### config.mk
export PLATFORM = sky130hd
export DESIGN_NAME = game_ctrl
export DESIGN_NICKNAME = d
export VERILOG_FILES = /design/src/rtl/game_ctrl_pkg.sv /design/src/rtl/mod_counter.sv /design/src/rtl/game_ctrl.sv
export SDC_FILE = /design/constraint.sdc
export NUM_CORES = 1
export LEC_CHECK = 0
export CORE_AREA = 5 5 82 140
export CTS_CLUSTER_SIZE = 24
export DETAILED_ROUTE_END_ITERATION = 8
export DIE_AREA = 0 0 87 145
export DONT_BUFFER_PORTS = 1
export GPL_TIMING_DRIVEN = 0
export RECOVER_POWER = 100
export SETUP_SLACK_MARGIN = 0.05
export SLEW_MARGIN = 20
export SYNTH_ARGS = -nofsm -noshare
export SYNTH_HDL_FRONTEND = slang
export SYNTH_SLANG_ARGS = --single-unit
### constraint.sdc
create_clock -name clk -period 5 [get_ports clk]
set_input_delay 1 -clock clk [delete_from_list [all_inputs] [get_ports clk]]
set_output_delay 1 -clock clk [all_outputs]
set_load 0.01 [all_outputs]
### src/rtl/game_ctrl_pkg.sv
// Shared types and constants for the T-rex game sequencer.
package game_ctrl_pkg;

   typedef enum logic [2:0] {
      StIdle,
      StPlaying,
      StGameOver,
      StWaitRelease,
      StRestart
   } game_state_t;

   localparam int unsigned ScoreMax = 99999;
   localparam int unsigned TimerMod = 60;

endpackage

### src/rtl/mod_counter.sv
// Modulo-MOD up counter with synchronous clear; wrap pulses combinationally on the
// enabled cycle that returns the count to zero.
module mod_counter #(
   parameter int unsigned MOD = 60,
   localparam int unsigned W = (MOD > 1) ? $clog2(MOD) : 1
) (
   input  logic         clk,
   input  logic         clr,
   input  logic         en,
   output logic [W-1:0] count,
   output logic         wrap
);

   localparam logic [W-1:0] Last = W'(MOD - 1);

   logic [W-1:0] count_q;

   assign wrap  = en && (count_q == Last);
   assign count = count_q;

   always_ff @(posedge clk) begin
      if (clr) begin
         count_q <= '0;
      end else if (en) begin
         count_q <= wrap ? '0 : count_q + 1'b1;
      end
   end

endmodule

### src/rtl/game_ctrl.sv
// Game sequencer: frame pacing, idle/play/game-over/restart FSM, score and speed.
// Define GAME_CTRL_HISCORE_EN to add the hi_score register and port.
module game_ctrl
   import game_ctrl_pkg::*;
#(
   parameter int unsigned SCORE_DIV        = 6,
   parameter int unsigned SPEED_UP_FRAMES  = 600,
   parameter int unsigned INIT_SPEED       = 6,
   parameter int unsigned MAX_SPEED        = 13,
   parameter int unsigned GAME_OVER_FRAMES = 30
) (
   input  logic        clk,
   input  logic        rst,
   input  logic        frame_tick,
   input  logic        jump,
   input  logic        crash,
   output logic        update,
   output logic [5:0]  timer,
   output logic [4:0]  speed,
   output logic [16:0] score,
   output logic        sub_rst,
`ifdef GAME_CTRL_HISCORE_EN
   output logic [16:0] hi_score,
`endif
   output logic [2:0]  state
);

   localparam logic [16:0] ScoreSat  = 17'(ScoreMax);
   localparam logic [4:0]  SpeedInit = 5'(INIT_SPEED);
   localparam logic [4:0]  SpeedMax  = 5'(MAX_SPEED);

   game_state_t state_q, state_d;
   logic        update_q, update_d;
   logic        sub_rst_q, sub_rst_d;
   logic        released_q, released_d;
   logic [4:0]  speed_q, speed_d;
   logic [16:0] score_q, score_d;

   logic tick, play_tick, restart_entry, counter_clr;
   logic score_wrap, speed_wrap, go_done, timer_wrap_unused;
   logic [$clog2(SCORE_DIV)-1:0]        score_div_unused;
   logic [$clog2(SPEED_UP_FRAMES)-1:0]  speed_div_unused;
   logic [$clog2(GAME_OVER_FRAMES)-1:0] go_cnt_unused;

   // RESTART swallows frame ticks entirely.
   assign tick          = frame_tick && (state_q != StRestart);
   // A crash tick still updates, but the score/speed do not advance on it.
   assign play_tick     = tick && (state_q == StPlaying) && !crash;
   assign restart_entry = (state_d == StRestart) && (state_q != StRestart);
   assign counter_clr   = rst || restart_entry;

   mod_counter #(.MOD(TimerMod)) u_timer (
      .clk(clk), .clr(counter_clr), .en(tick), .count(timer), .wrap(timer_wrap_unused)
   );
   mod_counter #(.MOD(SCORE_DIV)) u_score_div (
      .clk(clk), .clr(counter_clr), .en(play_tick), .count(score_div_unused), .wrap(score_wrap)
   );
   mod_counter #(.MOD(SPEED_UP_FRAMES)) u_speed_div (
      .clk(clk), .clr(counter_clr), .en(play_tick), .count(speed_div_unused), .wrap(speed_wrap)
   );
   mod_counter #(.MOD(GAME_OVER_FRAMES)) u_go_cnt (
      .clk(clk), .clr(counter_clr), .en(update_q && (state_q == StGameOver)),
      .count(go_cnt_unused), .wrap(go_done)
   );

   always_ff @(posedge clk) begin
      if (rst) begin
         state_q    <= StIdle;
         update_q   <= 1'b0;
         sub_rst_q  <= 1'b1;
         released_q <= 1'b0;
         speed_q    <= SpeedInit;
         score_q    <= '0;
      end else begin
         state_q    <= state_d;
         update_q   <= update_d;
         sub_rst_q  <= sub_rst_d;
         released_q <= released_d;
         speed_q    <= speed_d;
         score_q    <= score_d;
      end
   end

   always_comb begin
      state_d    = state_q;
      released_d = 1'b0;
      unique case (state_q)
         StIdle:        if (update_q && jump) state_d = StPlaying;
         StPlaying:     if (crash) state_d = StGameOver;
         StGameOver:    if (go_done) state_d = StWaitRelease;
         StWaitRelease: begin
            // Only a fresh press after a release may restart the game.
            released_d = released_q || !jump;
            if (released_q && jump) state_d = StRestart;
         end
         StRestart:     state_d = StIdle;
         default:       state_d = StIdle;
      endcase
   end

   always_comb begin
      update_d  = tick;
      sub_rst_d = (state_d == StRestart);
      speed_d   = speed_q;
      score_d   = score_q;
      if (restart_entry) begin
         speed_d = SpeedInit;
         score_d = '0;
      end else begin
         if (score_wrap && (score_q < ScoreSat)) score_d = score_q + 17'd1;
         if (speed_wrap && (speed_q < SpeedMax)) speed_d = speed_q + 5'd1;
      end
   end

`ifdef GAME_CTRL_HISCORE_EN
   logic [16:0] hi_score_q;

   always_ff @(posedge clk) begin
      if (rst) begin
         hi_score_q <= '0;
      end else if ((state_q == StPlaying) && crash && (score_q > hi_score_q)) begin
         hi_score_q <= score_q;
      end
   end

   assign hi_score = hi_score_q;
`endif

   assign update  = update_q;
   assign sub_rst = sub_rst_q;
   assign speed   = speed_q;
   assign score   = score_q;
   assign state   = state_q;

endmodule

* Word-level counts from Yosys, hierarchy flattened
Index checks and enable logic that the tools add are counted.
Operators by class: add/sub/neg operators 6, magnitude comparators 2, equal/unequal tests 9, muxes and demuxes 9, bitwise logic cells 1, reduce and logical (&&, ||, !) cells 20
Operator list (number):
- $add 17x1->17 const B | 1
- $lt 17x17->1 const B | 1
- $mux 3 | 5
- $logic_and 1x1->1 | 13
- $pmux 3 s4 | 1
- $add 10x1->10 const B | 1
- $add 5x1->5 const B | 2
- $eq 10x10->1 const B | 1
- $mux 10 | 1
- $add 6x1->6 const B | 1
- $eq 3x2->1 const B | 2
- $eq 3x3->1 const B | 2
- $eq 6x6->1 const B | 1
- $mux 6 | 1
- $eq 5x5->1 const B | 1
- $lt 5x4->1 const B | 1
- $mux 5 | 1
- $reduce_or 2->1 | 2
- $add 3x1->3 const B | 1
- $eq 3x1->1 const B | 1
- $logic_not 3->1 | 1
- $ne 3x3->1 const B | 1
- $logic_not 1->1 | 2
- $logic_or 1x1->1 | 2
- $not 1->1 | 1
Storage, ports and cells: flip-flop bits (word level) 52, input bits 5, output and inout port bits 33, logic and storage cells 57

* Longest topological paths before layout
Gate-level depths: netlist (run 1).
word-level depth 8, gate-level depth with buffers 9, depth with buffers taken out 6

* Hierarchy
Synthesis (run 1) repeated with hierarchy kept, for this count alone.
Unflattened totals: cells, all modules 285, area, all modules 2521.2 µm²
Modules (own cells, without submodules):
- game_ctrl | times used 1, cells each 162, area each 1341.3 µm², seq. area each 560.5 µm²
- mod_counter at u_speed_div | times used 1, cells each 52, area each 491.7 µm², seq. area each 200.2 µm²
- mod_counter at u_timer | times used 1, cells each 29, area each 264.0 µm², seq. area each 120.1 µm²
- mod_counter at u_go_cnt | times used 1, cells each 25, area each 261.5 µm², seq. area each 100.1 µm²
- mod_counter at u_score_div | times used 1, cells each 17, area each 162.7 µm², seq. area each 60.1 µm²

* Worst setup path after synthesis (run 1)
Ideal clock, no wire load.
kind input to register, start point input port crash, end point register score_q[12] (netlist: score[12]), library setup time 0.071 ns, data arrival time 2.411 ns, path slack 2.518 ns, stages 6, cell sequence nor2_1 nand3_1 or4b_1 buf_2 or4_1 a21oi_1
Between the ends: cells in the longest elaborated chain, start to end 5, elaborated cells on any way between the ends 9, those cells by class eq/ne (1); mux (2); reduce/logical (6)
RTL lines:
- start: declaration | line game_ctrl.sv:16 | input logic crash,
- $mux 3 | line game_ctrl.sv:89 | StPlaying: if (crash) state_d = StGameOver;
- $pmux 3 s4 | line game_ctrl.sv:87 | unique case (state_q)
- $eq 3x3->1 | line game_ctrl.sv:49 | assign restart_entry = (state_d == StRestart) && (state_q != StRestart);
- $logic_and 1x1->1 | line game_ctrl.sv:49
- $reduce_or 2->1 (no source line)
- end signal: assignment | line game_ctrl.sv:80 | score_q <= score_d;
- end: declaration | line game_ctrl.sv:37 | logic [16:0] score_q, score_d;
Parallel ways exist; a longest one is shown, timed or not. A chain may end at the register's enable or synchronous reset.

* Final worst setup path (run 1)
start point register state_q[1] (netlist: state[1]), end point register score_q[1] (netlist: score[1])
Between the ends: cells in the longest elaborated chain, start to end 8, elaborated cells on any way between the ends 20, those cells by class eq/ne (5); mux (5); reduce/logical (10)
RTL lines:
- start: declaration | line game_ctrl.sv:32 | game_state_t state_q, state_d;
- start signal: assignment | line game_ctrl.sv:68 | state_q <= StIdle;
- start signal: assignment | line game_ctrl.sv:75 | state_q <= state_d;
- $eq 3x2->1 | line game_ctrl.sv:62, game_ctrl.sv:87
- $logic_and 1x1->1 | line game_ctrl.sv:62 | .clk(clk), .clr(counter_clr), .en(update_q && (state_q == StGameOver)),
- $logic_and 1x1->1 | line mod_counter.sv:18 | assign wrap = en && (count_q == Last);
- $mux 3 | line game_ctrl.sv:90 | StGameOver: if (go_done) state_d = StWaitRelease;
- $pmux 3 s4 | line game_ctrl.sv:87
- $eq 3x3->1 | line game_ctrl.sv:49
- $logic_and 1x1->1 | line game_ctrl.sv:49
- $reduce_or 2->1 (no source line)
Parallel ways exist; a longest one is shown, timed or not.

==> impl.org, run 1 <==
** Run status
- The flow ran to the end, and the final reports show no timing, DRC or antenna violations.

** Worst setup path
- The worst setup path is of the flop to flop kind.
- STA puts the critical path data arrival time at 2.79 ns.
- For this run, the slowest stage of the critical path takes 0.42 ns.
- STA classifies the critical path endpoint as a flop.
- Along the worst path, the maximum fanout reaches 10.
- The worst register-to-register path has a setup slack of 2.39 ns.
- The worst setup path is launched from a flop.
- In this design, the largest share of critical-path delay is due to buffers and inverters.
- The number of buffers and inverters on the critical path is 4.
- RR Startpoint :: state[1]
- Worst r2r dst :: score[1]
- Counting stages on the worst path, the most repeated cell is clkbuf_1.
- The number of cells on the worst reg-to-reg path is 9.
- The signal on the critical path passes through clkbuf_1, nor2_1, and3_1, clkbuf_1, nand4_1, clkbuf_1, clkbuf_1, nor3b_1, o21a_1.
- At the worst endpoint, the required time is 5.18 ns.
- For this design, the slowest cell found on the critical path is dfxtp_1.

** Yosys
- The share of synthesized area in the top cell type comes to 0.419.
- Ranked by total cell area, the synthesized netlist is headed by dfxtp_1, nand2_1, nor2_1.
- Proportion of synthesized chip area in sequential cells :: 0.419
- Post-synthesis register bit count :: 52
- When the netlist entered floorplanning its net count stood at 305.
- Syn Inst Count :: 292
- The commonest cells after synthesis are dfxtp_1, nand2_1, nor2_1.
- The most common cell in the synthesized netlist is dfxtp_1.
- Count of yosys warnings during synthesis :: 0
- Post-synthesis async set-or-reset flop share :: 0
- After synthesis, the netlist uses 40 different library cells.
- Mean cell area of the mapped netlist :: 8.51 µm²
- Most used DFF post-synth :: dfxtp_1
- The largest total area in the synthesized netlist belongs to dfxtp_1.
- Yosys mapped a number of flops with a built-in enable equal to 0.
- Cell Area, Synth :: 2490 µm²

** STA
- For this run, the top clock speed supported by timing is 0.383 GHz.
- The worst path needs 2.61 ns of the cycle, external delays included.
- Unrepaired setup endpoints after global routing :: no
- The count of endpoints failing hold in the final timing report is 0.
- Worst relative slew slack :: 0.394
- Endpoints failing setup :: 0
- TNS Setup :: 0 ns
- Worst Clk Skew :: 0.00752 ns
- The final-report max-slew violation count is 0.
- Setup slack closes at 2.39 ns.
- Pin slew with the least headroom to its limit :: 0.901 ns
- Final period util :: 0.522

** Clock network
- Clock buffer count from CTS :: 5
- Buffers inserted to repair hold after CTS numbered 0.
- In this run the number of H-tree levels came out at 2.
- In this run the clock root is driven by a clkbuf_16.
- Quantity of gates resized following cts :: 0
- Post-CTS setup-driven buffer insertion count :: 0
- Clock tree from TritonCTS :: built
- The clock reaches the later pin of the worst-skew pair after 0.29 ns.
- Worst-path clk slew :: 0.07 ns
- Clock tree synthesis found a total of 52 sinks.
- Maximum clock insertion buffer count :: 2

** Finish
- The final layout contains 312 nets.
- The finished cells cover 2820 µm².
- 0 antenna diodes ended up in the layout.
- Layout cell share with drive strength beyond 1 :: 0.0334
- Number of cells in the finished layout apart from fillers :: 426
- The layout has 1065 filler cells.
- Relative to the synthesized area, the layout overhead comes to 13.6%.

** Placed design
- Total placed cells including tap cells :: 419
- Detailed placement ended at an HPWL of 4.37 mm.
- Post-DP Area :: 2650 µm²
- Placer congestion estimate :: 0.818
- Pre-CTS WS :: 2.10 ns
- Port buffer count :: 0

** Die
- Height of the die :: 145 µm
- Die area :: 12600 µm²
- For this design the top-level I/O count stands at 38.
- The initialized floorplan defines 49 standard-cell rows.
- Core area :: 10200 µm²
- Initial cell density of the core :: 0.243
- Horizontal die dimension :: 87 µm

** Global route
- Summed over all layers, the global routing overflow is 0.
- The via count of the first global-routing pass is 2094.
- The first global-routing pass estimated 9.72 mm of wire.
- In the global route stage, overall resource usage came out at 0.0941.
- Antenna violations before repair :: 0
- Pin count of the biggest net entering global routing :: 16

** Routing
- Count of nets left with antenna violations after detail routing :: 0
- Before antenna repair, the detailed router went through 4 iterations.
- Drc violations :: 0
- In the routed layout, each cell is associated on average with a via count of 5.10.
- Post-detailed-route wirelength per cell :: 13.9 µm
- Summed over all layers, the routed wires come to 5.91 mm.
- Vias :: 2173
- Detailed Route Iter0 Violations :: 57

** Pwr
- The design draws 0.873 mW.
- Total leakage power :: 0.869 nW
- PD cells :: 309 nW/µm²
- IR analysis of the VDD net gives a maximum drop of 0.229 mV.

** Run
- Across the run, the number of max-cap violations was 0.

** Hold path
- Worst Hold Class :: flop to flop
- For hold timing, the worst endpoint is u_speed_div.count[1].
- Along the worst hold path, the cell count comes to 2.
- The worst hold path begins at u_speed_div.count[1].
[worst reg2reg max path, cell delays in order (launching register included)]
cell,delay (ns)
dfxtp_1,0.42
clkbuf_1,0.33
nor2_1,0.11
and3_1,0.19
clkbuf_1,0.20
nand4_1,0.22
clkbuf_1,0.33
clkbuf_1,0.42
nor3b_1,0.10
o21a_1,0.19
[area by class of cell]
cell class	instances	area [µm²]	share of cell area
Sequential cell	52	1040	0.369
Tap cell	127	159	0.0563
Clock inverter	2	60.1	0.0213
Clock buffer	5	125	0.0443
Multi-Input combinational cell	219	1360	0.482
Inverter	8	30.0	0.0106
Buffer	13	48.8	0.0173
[registers in the layout, indices dropped and copies added, names as in the netlist]
name and count:
update 1, u_timer.count 6, u_go_cnt.count 5, released_q 1
state 3, score 17, u_score_div.count 3, speed 5
u_speed_div.count 10, sub_rst 1
[kinds of logic (layout without fill, tap and decap cells)]
| kind of cell | Yosys count | after routing | share of synthesized area |
|---|---|---|---|
| AO/OA/AOI/OAI | 47 | 47 | 0.121 |
| XOR/XNOR | 17 | 17 | 0.0599 |
| adder cells (fa/ha/maj) | 8 | 8 | 0.0403 |
| buffers and inverters | 21 | 28 | 0.0327 |
| flip-flops | 52 | 52 | 0.419 |
| multiplexers | 5 | 5 | 0.0201 |
| AND/OR/NAND/NOR | 142 | 142 | 0.307 |
[cell usage in the layout, fill, tap and decap left out, drive strengths merged, types with 3 or more instances in the layout]
master,synthesis,layout
nor3,11,11
nand2b,4,4
ha,8,8
nand3,14,14
nor2,27,27
inv,8,8
clkbuf,11,18
a21oi,20,20
a41oi,3,3
o21ai,4,4
dfxtp,52,52
or3,5,5
nor4,4,4
nand4,11,11
mux2i,5,5
o21a,3,3
and3,5,5
xnor2,9,9
nor3b,5,5
nor2b,3,3
or4,11,11
o31ai,10,10
a211oi,3,3
xor2,8,8
nand2,31,31
[per-layer routing]
layer / vias up / routed length, µm / GRT usage
met4: 0 / 150 / 0.0491
met3: 14 / 419 / 0.0312
met1: 1029 / 2350 / 0.0988
met2: 67 / 2990 / 0.162
li1: 1063 / - / -
met5: - / 0 / 0
[metrics by stage]
| step | hold slack (ns) | utilization |
|---|---|---|
| 5_1_grt | 0.502 | 0.276 |
| 3_5_place_dp | 0.475 | 0.258 |
| 4_1_cts | 0.484 | 0.276 |
| 3_3_place_gp | 0.463 | 0.258 |
| 6_report | 0.479 | 0.276 |
| 2_1_floorplan | 0.449 | - |
[worst max path at each step]
stage                     cells after the start        end     start
after global routing                          9   score[0]  state[1]
after detailed placement                      8   score[4]     crash
after global placement                        8   score[8]     crash
after CTS                                     9   score[1]  state[1]
after floorplan                               6  score[12]     crash
final                                         9   score[1]  state[1]
[power by group]
part	leakage [nW]	switching (mW)	internal, mW	total, mW
clock network	0.0899	0.146	0.284	0.430
logic	0.359	0.0146	0.00627	0.0209
registers	0.420	0.00502	0.417	0.422
total	0.869	0.166	0.707	0.873
(Power assumes the default switching activity.)
==> inputs of run 2 (changes only) <==
- clock period: 5 -> 2.6 ns (I/O delays scaled with it)
==> run 2 against run 1 <==
Compared with the run above: combinational power rose by 93%; sequential cell count did not move; fmax rose by 9.6%; sequential power rose by 92%; die area did not move; non-clock buffer count fell by 1; critical endpoint is now u_go_cnt.count[1].
==> impl.org, run 2 (synthesized netlist as in run 1, its figures left out) <==
** Routing
- The routed via count was 2175 (+0.092%).
- The violation count after the first detailed-route iteration came to 63 (+11%).
- Count of nets left with antenna violations after detail routing :: 0 (unchanged)
- The average via count per standard cell came to 5.12 (+0.33%).
- Pre-Repair DR Iteration Count :: 4 (unchanged)
- The final wirelength came to 5.89 mm (-0.34%).
- The detailed-route DRC error count came to 0 (unchanged).
- Post-detailed-route wirelength per cell :: 13.9 µm (-0.10%)

** Finish
- Antenna diodes :: 0 (unchanged)
- Layout cell share with drive strength beyond 1 :: 0.0503 (+0.0169)
- The cell area after layout came to 2830 µm² (+0.35%).
- The number of fill cells in the layout was 1065 (unchanged).
- Highest-count cells in the layout ignoring fill and taps :: dfxtp_1, nand2_1, nor2_1, a21oi_1, nand3_1
- Total area of sequential cells :: 1040 µm² (unchanged)
- The final net count came to 311 (-0.32%).
- Area growth syn-to-layout :: 14.0%
- The library cell used most frequently in the layout, excluding fill and tap cells, is dfxtp_1.
- The flip-flop count of the largest register after layout was 17 (unchanged).
- Area of combinational cells with multiple inputs :: 1370 µm² (+0.83%)

** Die
- The core footprint was 10200 µm² (unchanged).
- The die outline height was 145 µm (unchanged).
- The floorplan die width came to 87 µm (unchanged).
- Number of placement rows :: 49 (unchanged)
- Initial cell density of the core :: 0.243 (unchanged)
- The boundary pin count was 38 (unchanged).
- Die area :: 12600 µm² (unchanged)

** STA
- Endpoints failing setup :: 0 (unchanged)
- The count of endpoints failing hold in the final timing report is 0 (unchanged).
- The setup slack after layout came to 0.218 ns (-2.17 ns).
- The slew at the pin closest to its max-slew limit is 0.918 ns (+0.0169 ns).
- Final period util :: 0.916 (+0.394)
- Pins Over Slew Limit :: 0 (unchanged)
- The minimum clock period was 2.38 ns (-0.229 ns).
- The maximum frequency from static timing analysis came to 0.420 GHz (+9.6%).
- The headroom to the max-slew limit was 0.383 (-0.0114).
- Setup repair after global routing could not meet its margin everywhere.
- The setup skew after layout came to 0.00755 ns (+0.0000331 ns).

** Clock network
- Clock tree from TritonCTS :: built
- Sinks on the clock net :: 52 (unchanged)
- Root buffer selected by CTS :: clkbuf_16
- The maximum buffer depth of the clock tree was 2 (unchanged).
- The TritonCTS buffer count is 5 (unchanged).
- H-tree levels :: 2 (unchanged)
- Worst-path clk slew :: 0.07 ns (about the same)
- Post-CTS setup-driven buffer insertion count :: 0 (unchanged)
- The insertion delay to the later sink of the worst-skew pair came to 0.29 ns (about the same).

** Placed design
- The HPWL after detailed placement came to 4.37 mm (unchanged).
- The placed standard-cell area was 2650 µm² (unchanged).
- Pre-CTS WS :: -0.0138 ns (-2.11 ns)
- Port buffer count :: 0 (unchanged)
- The routability congestion estimate is 0.818 (unchanged).

** Worst setup path
- Critical path arrival :: 2.51 ns (-0.28 ns)
- STA classifies the critical path startpoint as a flop.
- Grouping stages by cell kind, the critical path spends the most delay in simple AND/OR/NAND/NOR gates.
- The number of buffers and inverters on the critical path was 1 (-3).
- The signal on the critical path passes through clkbuf_1, nor4bb_1, and3_1, nand3_1, nand2_1, a211oi_1.
- Crit-path slowest cell :: nor4bb_1
- The data required time at the worst endpoint is 2.73 ns (-2.45 ns).
- The critical path is of the flop to flop type.
- The biggest fanout along the worst timing path is 10 (unchanged).
- CP Capture Type :: flop
- Biggest cell delay along the critical path :: 0.83 ns (+0.41 ns)

** Global route
- The aggregate global routing overflow was 0 (unchanged).
- The maximum number of pins on one net before global-route repair came to 16 (unchanged).
- The initial antenna violation count was 0 (unchanged).
- The global router's overall resource usage came to 0.0941 (unchanged).
- First-pass GRT wire length :: 9.72 mm (unchanged)
- Number of global-route vias before repair :: 2094 (unchanged)

** Hold path
- Worst Hold Class :: input port to flop

** Pwr
- Largest vdd supply drop :: 0.440 mV (+92%)
- PD cells :: 593 nW/µm² (+92%)
- Total leakage power :: 0.873 nW (+0.45%)

** Run status
- Result of the run :: completed

** Run
- Maxcap violations :: 0 (unchanged)
run 2: power breakdown:
part	internal [mW]	leakage, nW	switching (mW)
Sequential	0.802	0.420	0.00970
Combinational	0.0120	0.363	0.0283
Clock	0.546	0.0899	0.283
Total	1.36	0.873	0.321
run 2: layout make-up:
| class | count | share of cell area |
|---|---|---|
| tap | 127 | 0.0561 |
| inverter | 8 | 0.0106 |
| clock inverter | 2 | 0.0212 |
| buffer | 12 | 0.0168 |
| multi-input combinational | 219 | 0.484 |
| sequential | 52 | 0.367 |
| clock buffer | 5 | 0.0442 |
run 2: repair_timing:
action	4_1_cts	5_1_grt
hold buffers	0	0
gates cloned	0	0
gates resized for setup	1	4
endpoints found under the setup margin	8	22
run 2: layer usage:
layer,vias up,global-route usage,part of all wire
li1,1065,-,-
met1,1035,0.0988,0.39
met2,64,0.162,0.51
met3,11,0.0312,0.073
met4,0,0.0491,0.028
met5,-,0,0
run 2: path summary, 6_finish.rpt:
check / from / end / slack [ns] / cells after the start
max: state[1] / u_go_cnt.count[1] / 0.22 / 6
min: rst / state[1] / 0.30 / 1
max reg2reg: state[1] / u_go_cnt.count[1] / 0.22 / 6
min reg2reg: u_speed_div.count[1] / u_speed_div.count[1] / 0.48 / 2
run 2: metrics by stage:
stage	power (mW)	hold slack, ns	setup TNS, ns	util	cells
global route	1.74	0.289	0	0.277	425
global placement	0.870	0.463	-0.0199	0.258	419
floorplan	0.858	0.449	0	-	292
detailed placement	0.871	0.475	-0.0138	0.258	419
CTS	1.71	0.291	0	0.277	426
finish	1.68	0.301	0	0.277	425
